--- config.mk ---
export PLATFORM = sky130hd
export DESIGN_NAME = spi_midi_tx
export DESIGN_NICKNAME = d
export VERILOG_FILES = /design/src/rtl/midi_spi_pkg.sv /design/src/rtl/spi_midi_tx_fifo.sv /design/src/rtl/spi_midi_tx.sv
export SDC_FILE = /design/constraint.sdc
export NUM_CORES = 1
export LEC_CHECK = 0
export ABC_AREA = 1
export ABC_CLOCK_PERIOD_IN_PS = 1700
export BUFFER_PORTS_ARGS = -buffer_cell sky130_fd_sc_hd__buf_2
export CAP_MARGIN = 20
export CORE_MARGIN = 8
export CORE_UTILIZATION = 55
export DETAILED_ROUTE_END_ITERATION = 10
export HOLD_SLACK_MARGIN = 0.08
export PLACE_DENSITY = 0.77
export SKIP_CTS_REPAIR_TIMING = 1
export SYNTH_ARGS = -nofsm -noshare
export SYNTH_HDL_FRONTEND = slang
export SYNTH_SLANG_ARGS = --single-unit
--- constraint.sdc ---
create_clock -name clk -period 1.7 [get_ports clk]
set_input_delay 0.255 -clock clk [delete_from_list [all_inputs] [get_ports clk]]
set_output_delay 0.255 -clock clk [all_outputs]
set_load 0.02 [all_outputs]
--- src/rtl/midi_spi_pkg.sv ---
// Shared encodings and defaults for the MIDI-over-SPI transmitter and receiver.
package midi_spi_pkg;

  typedef enum logic [1:0] {
    ST_IDLE  = 2'd0,
    ST_SHIFT = 2'd1,
    ST_GAP   = 2'd2
  } tx_state_e;

  localparam int SPI_BITS_PER_BYTE    = 8;
  localparam int SPI_CLK_DIV_DEFAULT  = 4;
  localparam int SPI_BYTE_GAP_DEFAULT = 8;

endpackage

--- src/rtl/spi_midi_tx_fifo.sv ---
// Small synchronous FIFO feeding the SPI MIDI transmitter; DEPTH is a power of 2, >= 2.
module spi_midi_tx_fifo
  import midi_spi_pkg::*;
#(
  parameter int DEPTH = 4,
  parameter int WIDTH = SPI_BITS_PER_BYTE
) (
  input  logic             clk,
  input  logic             reset,
  input  logic             push,
  input  logic             pop,
  input  logic [WIDTH-1:0] din,
  output logic [WIDTH-1:0] dout,
  output logic             full,
  output logic             empty
);

  localparam int AW = $clog2(DEPTH);

  logic [WIDTH-1:0] mem [DEPTH];
  // One extra pointer bit separates full from empty when the indices match.
  logic [AW:0]      wr_ptr;
  logic [AW:0]      rd_ptr;

  always_ff @(posedge clk or posedge reset) begin
    if (reset) begin
      wr_ptr <= '0;
      rd_ptr <= '0;
    end else begin
      if (push) wr_ptr <= wr_ptr + 1'b1;
      if (pop)  rd_ptr <= rd_ptr + 1'b1;
    end
  end

  always_ff @(posedge clk) begin
    if (push) mem[wr_ptr[AW-1:0]] <= din;
  end

  assign dout  = mem[rd_ptr[AW-1:0]];
  assign empty = (wr_ptr == rd_ptr);
  assign full  = (wr_ptr[AW] != rd_ptr[AW]) && (wr_ptr[AW-1:0] == rd_ptr[AW-1:0]);

endmodule

--- src/rtl/spi_midi_tx.sv ---
// Mode-0, MSB-first SPI master sending MIDI bytes with a fixed idle gap between bytes.
// Define SPI_MIDI_TX_FIFO_EN to add a FIFO_DEPTH-entry input FIFO.
module spi_midi_tx
  import midi_spi_pkg::*;
#(
  parameter int CLK_DIV    = SPI_CLK_DIV_DEFAULT,
  parameter int BYTE_GAP   = SPI_BYTE_GAP_DEFAULT,
  parameter int FIFO_DEPTH = 4
) (
  input  logic       clk,
  input  logic       reset,
  input  logic [7:0] tx_data,
  input  logic       tx_valid,
  output logic       tx_ready,
  output logic       SPI_sclk,
  output logic       SPI_mosi,
  output logic       busy
);

  localparam int DW = $clog2(CLK_DIV);
  localparam int GW = $clog2(BYTE_GAP + 1);
  localparam int BW = $clog2(SPI_BITS_PER_BYTE);

  tx_state_e                    state, state_nxt;
  logic [DW-1:0]                div_cnt, div_nxt;
  logic [GW-1:0]                gap_cnt, gap_nxt;
  logic [BW-1:0]                bit_cnt, bit_nxt;
  logic [SPI_BITS_PER_BYTE-1:0] shift, shift_nxt, load_byte;
  logic                         sclk, sclk_nxt;
  logic                         idle, start;

  assign idle = (state == ST_IDLE);

`ifdef SPI_MIDI_TX_FIFO_EN
  logic                         fifo_full, fifo_empty, fifo_push, fifo_pop;
  logic [SPI_BITS_PER_BYTE-1:0] fifo_dout;

  // A byte arriving while idle with nothing queued bypasses the FIFO so the
  // SPI timing matches the unbuffered build.
  assign tx_ready  = !reset && !fifo_full;
  assign fifo_pop  = idle && !fifo_empty;
  assign fifo_push = tx_valid && tx_ready && !(idle && fifo_empty);
  assign start     = idle && (!fifo_empty || (tx_valid && tx_ready));
  assign load_byte = fifo_empty ? tx_data : fifo_dout;
  assign busy      = !idle || !fifo_empty;

  spi_midi_tx_fifo #(
    .DEPTH(FIFO_DEPTH),
    .WIDTH(SPI_BITS_PER_BYTE)
  ) u_fifo (
    .clk  (clk),
    .reset(reset),
    .push (fifo_push),
    .pop  (fifo_pop),
    .din  (tx_data),
    .dout (fifo_dout),
    .full (fifo_full),
    .empty(fifo_empty)
  );
`else
  logic unused_fifo_depth;

  assign tx_ready          = !reset && idle;
  assign start             = tx_valid && tx_ready;
  assign load_byte         = tx_data;
  assign busy              = !idle;
  assign unused_fifo_depth = (FIFO_DEPTH != 0);
`endif

  always_ff @(posedge clk or posedge reset) begin
    if (reset) begin
      state   <= ST_IDLE;
      div_cnt <= '0;
      gap_cnt <= '0;
      bit_cnt <= '0;
      shift   <= '0;
      sclk    <= 1'b0;
    end else begin
      state   <= state_nxt;
      div_cnt <= div_nxt;
      gap_cnt <= gap_nxt;
      bit_cnt <= bit_nxt;
      shift   <= shift_nxt;
      sclk    <= sclk_nxt;
    end
  end

  always_comb begin
    state_nxt = state;
    div_nxt   = div_cnt;
    gap_nxt   = gap_cnt;
    bit_nxt   = bit_cnt;
    shift_nxt = shift;
    sclk_nxt  = sclk;
    case (state)
      ST_IDLE: begin
        div_nxt  = '0;
        gap_nxt  = '0;
        bit_nxt  = '0;
        sclk_nxt = 1'b0;
        if (start) begin
          shift_nxt = load_byte;
          state_nxt = ST_SHIFT;
        end
      end
      ST_SHIFT: begin
        if (div_cnt == DW'(CLK_DIV - 1)) begin
          div_nxt  = '0;
          sclk_nxt = !sclk;
          if (!sclk) begin
            bit_nxt = bit_cnt + 1'b1;
          end else begin
            // The bit counter has wrapped to zero after the 8th rising edge.
            shift_nxt = shift << 1;
            if (bit_cnt == '0) state_nxt = ST_GAP;
          end
        end else begin
          div_nxt = div_cnt + 1'b1;
        end
      end
      ST_GAP: begin
        if (gap_cnt == GW'(BYTE_GAP - 1)) begin
          gap_nxt   = '0;
          state_nxt = ST_IDLE;
        end else begin
          gap_nxt = gap_cnt + 1'b1;
        end
      end
      default: state_nxt = ST_IDLE;
    endcase
  end

  assign SPI_sclk = sclk;
  assign SPI_mosi = (state == ST_SHIFT) && shift[SPI_BITS_PER_BYTE-1];

endmodule

## Word level (Yosys, flattened, before mapping)

Index checks and enable logic that the tools add are counted.

| cells by class | value |
|---|---|
| $add $sub $neg | 3 |
| equal/unequal tests | 10 |
| mux-type cells | 19 |
| reductions and logical operators | 14 |

Operator list:

| operator | number |
|---|---|
| $mux W8 | 3 |
| $pmux W8 S2 | 1 |
| $mux W2 | 6 |
| $ne A2 B2 Y1 const B | 5 |
| $pmux W4 S2 | 1 |
| $mux W3 | 2 |
| $pmux W2 S3 | 1 |
| $pmux W3 S2 | 1 |
| $reduce_and A5 Y1 | 1 |
| $add A4 B1 Y4 const B | 1 |
| $eq A2 B2 Y1 const B | 2 |
| $eq A4 B3 Y1 const B | 1 |
| $mux W4 | 1 |
| $pmux W2 S2 | 1 |
| $reduce_and A4 Y1 | 1 |
| $reduce_bool A2 Y1 | 2 |
| $add A3 B1 Y3 const B | 1 |
| $logic_and A1 B1 Y1 | 3 |
| $logic_not A1 Y1 | 3 |
| $logic_not A3 Y1 | 1 |
| $reduce_and A3 Y1 | 1 |
| $add A2 B1 Y2 const B | 1 |
| $eq A2 B1 Y1 const B | 1 |
| $logic_not A2 Y1 | 1 |
| 4 further kinds | 4 |

| word-level totals | value |
|---|---|
| register bits after elaboration | 20 |
| output and inout bits | 4 |
| logic and storage cells | 52 |

## Logic depth before layout (Yosys ltp)

| logic depth | value |
|---|---|
| depth after elaboration | 5 |
| depth in mapped cells | 8 |

## Least setup slack after synthesis

OpenSTA, ideal clock, no wires.

| timing | value |
|---|---|
| kind | register to output |
| start point | register state[1] |
| end point | output tx_ready |
| arrival | 1.122 ns |
| data required time | 1.445 ns |
| path slack | 0.323 ns |
| stages on the path, launching flop included | 4 |
| path buffers | 0 |
| cells stage by stage | dfrtp_1 > nor2_2 > inv_2 > nor2_1 |

| on the way | value |
|---|---|
| cells in the longest elaborated chain, start to end | 2 |

RTL lines:

| element | RTL line | RTL |
|---|---|---|
| from (decl) | spi_midi_tx.sv:24 | `tx_state_e state, state_nxt;` |
| from (signal assigned) | spi_midi_tx.sv:79 | `state <= state_nxt;` |
| $logic_not A2 Y1 | spi_midi_tx.sv:32 | `assign idle = (state == ST_IDLE);` |
| $logic_and A1 B1 Y1 | spi_midi_tx.sv:63 | `assign tx_ready = !reset && idle;` |
| to (decl) | spi_midi_tx.sv:14 | `output logic tx_ready,` |

Every way passes these cells.

## Worst setup path in the final report

| timing | value |
|---|---|
| start point | register state[1] |
| end point | output SPI_mosi |

| on the way | value |
|---|---|
| cells in the longest elaborated chain, start to end | 2 |

RTL lines:

| element | RTL line | RTL |
|---|---|---|
| $eq A2 B1 Y1 | spi_midi_tx.sv:134 | `assign SPI_mosi = (state == ST_SHIFT) && shift[SPI_BITS_PER_BYTE-1];` |
| $logic_and A1 B1 Y1 | spi_midi_tx.sv:134 |  |
| to (decl) | spi_midi_tx.sv:16 | `output logic SPI_mosi,` |

Every way passes these cells.

==> results.txt <==
fin nets - 170
fin crit period - 1590 ps
R2R cell count - 6
Min Hold Slack - 201 ps
fin util - 64.3%
Primary FF master, synth - dfrtp_1
Slew HR - 79.7%
die height - 61.0 microns
# diodes - 0
Setup Viol. Count Final - 0
critical path's slowest cell - dfrtp_2
startpoint types - register
Critical Path RT - 1440 ps
Clock Sinks - 20
Yosys top cell area share - 44.8%
pin count of the biggest net entering global routing - 21
antenna-violating nets left - 0
GRT Total Usage - 12.7%
Max H-tree Level - 1
CP Max Fanout - 9
ys async rst share - 100%
I/O pin count - 15
Worst Max-Slew Pin Slew - 303 ps
Min-Delay Path Depth - 3
Placed Area - 1210 sq um
DIE WIDTH - 61.0 microns
footprint of the multi-input gates - 551 sq um
VDD IR-drop max - 1.07 mV
Synthesis Warnings - 0
Worst Min Path Start - tx_valid
Fillers - 177
Fmax - 630 MHz
Reg power frac - 36.7%
worst hold-check path type - input pin to register
static leakage - 0.691 nW
period utilisation layout - 93.4%
max_cap viols - 0
Seq/Total Area, Yosys - 44.8%
Cells after Synth - 136
iteration-0 DRC count of the detailed router - 17
share of cells above drive strength 1 - 21.6%
initial antenna violation count - 0
Final Max Slew Viols - 0
Power Dens Cells - 1700 nW/um^2
CP arrival - 1330 ps
Syn Nets - 151
Pint - 1.09 mW
crit path cell chain - inv_4 > nand2_2 > nor2_1 > buf_2
Top delay family on crit path - flip-flops
critical path buffer and inverter count - 2
Detailed Routing Iterations Pass 1 - 4
Port Buffers - 14
outcome - complete, no violations
core area - 1940 sq um
final RePlAce weighted congestion - 0.814
cts bufs inserted - 3
Synth Area per Inst - 8.21 sq um
first-pass GRT wire length - 3630 microns
Synth cell types - 26
detailed placement HPWL - 1540 microns
Clock power frac - 10.1%
starting density of the core - 57.5%
clock skew - 4.44 ps
Seq cells post-synth - 20
clock-pin slew on the worst setup and hold paths - 100 ps
final setup TNS - 0 ps
Post-Place Worst Slack - 344 ps
Yosys top cell by area - dfrtp_1
DRC - 0
DR vias - 883
part of the power in combinational logic - 53.2%
Hold Path Sink - state[0]
final wirelength - 2070 microns
Final Hold Fails - 0
Final WS setup - 112 ps
vias in the first global route - 844
GRT overflow - 0
DR WL/cell - 11.5 microns
P_sw - 1.03 mW
clk root buf - clkbuf_4
die footprint - 3730 sq um
CTS Buffer Depth - 2
FF-to-FF End - shift[3]
CTS tree - done
top cells by area, synth - dfrtp_1 (45%), nand2_1 (21%), ha_1 (4.5%), nand3_1 (3.6%), inv_1 (3.4%)
R2R setup slack - 400 ps
row cnt - 16
Post-synth EDFFs - 0
register area - 503 sq um
later-pin clock latency in the skew report - 290 ps
crit end category - output port
Mapped Area - 1120 sq um
slowest stage delay, CP - 490 ps
Via density - 4.91
launch point of the worst reg-to-reg path - div_cnt[0]
synth-to-layout area growth - 11.9%
Post-Layout Inst Area - 1250 sq um
RSZ-0062 raised after global routing - false
switching portion of total power - 48.4%
CP Class - register to output port
## cell families after synthesis
group,synth area share [%]
flops,44.8
compound gates,6.95
xor+xnor,0.785
fa+ha+maj,4.48
buf+inv,6.28
simple gates,36.7
## synth_stat cells (2+ instances only)
| master | instances |
|---|---|
| o21ai_0 | 6 |
| inv_1 | 10 |
| nor2_1 | 4 |
| nand3_1 | 8 |
| inv_2 | 2 |
| dfrtp_1 | 20 |
| nand2_4 | 2 |
| nand2_1 | 61 |
| ha_1 | 4 |
| nand3_4 | 2 |
| nand4_1 | 2 |
## state kept, by name (all words and copies together), names as in the netlist
| signal | flops |
|---|---|
| gap_cnt | 4 |
| shift | 8 |
| state | 2 |
| div_cnt | 2 |
| bit_cnt | 3 |
| SPI_sclk | 1 |
## layer usage
metal | routed length [microns] | vias to the layer above | track usage, %
met5 | 0 | - | 0
met4 | 14 | 0 | 3.99
met3 | 91 | 2 | 3.76
met2 | 923 | 16 | 20.0
met1 | 1040 | 399 | 16.2
li1 | - | 466 | -
## worst min-delay path, cell delays in order
cell and delay (ps):
buf_2 90, nand2_1 60, nand2_1 60
## power by group through the flow
stage | clock network, mW | registers [mW] | logic (mW)
finish | 0.214 | 0.777 | 1.13
global route | 0.245 | 0.795 | 1.28
CTS | 0.222 | 0.763 | 1.13
detailed placement | 0 | 0.772 | 1.13
global placement | 0 | 0.765 | 1.11
floorplan | 0 | 0.734 | 0.960
## cells in the final DEF, fill, tap and decap left out, drive strengths merged
| cell | instances |
|---|---|
| ha | 4 |
| buf | 15 |
| inv | 13 |
| dfrtp | 20 |
| nand4 | 2 |
| a21oi | 1 |
| nand3 | 10 |
| o31ai | 1 |
| o21ai | 7 |
| dlygate4sd3 | 1 |
| nand2 | 64 |
| and3 | 1 |
| nor2 | 7 |
| clkbuf | 3 |
| nor3 | 1 |
| xor2 | 1 |
| a22o | 2 |
## per-stage QoR
stage          instances  power, mW
6_report             180       2.12
4_1_cts              179       2.12
3_5_place_dp         176       1.90
3_3_place_gp         176       1.87
5_1_grt              180       2.32
2_1_floorplan        136       1.69
## layout make-up
| class | instances | area share (%) |
|---|---|---|
| well taps | 27 | 2.71 |
| inverters | 13 | 4.11 |
| flip-flops and latches | 20 | 40.3 |
| multi-input cells | 101 | 44.1 |
| repair buffers | 16 | 7.01 |
| clock buffers | 3 | 1.80 |
## how the worst max path moves through the flow
stage             start       end  slack [ps]  cells after the start
2_1_floorplan  state[1]  tx_ready         320                      3
3_3_place_gp   state[0]  tx_ready         380                      4
3_5_place_dp   state[0]  tx_ready         340                      4
4_1_cts        state[0]  tx_ready          10                      4
5_1_grt        state[0]  tx_ready          20                      4
6_report       state[1]  SPI_mosi         110                      4
Power figures use the tool's default switching activity.
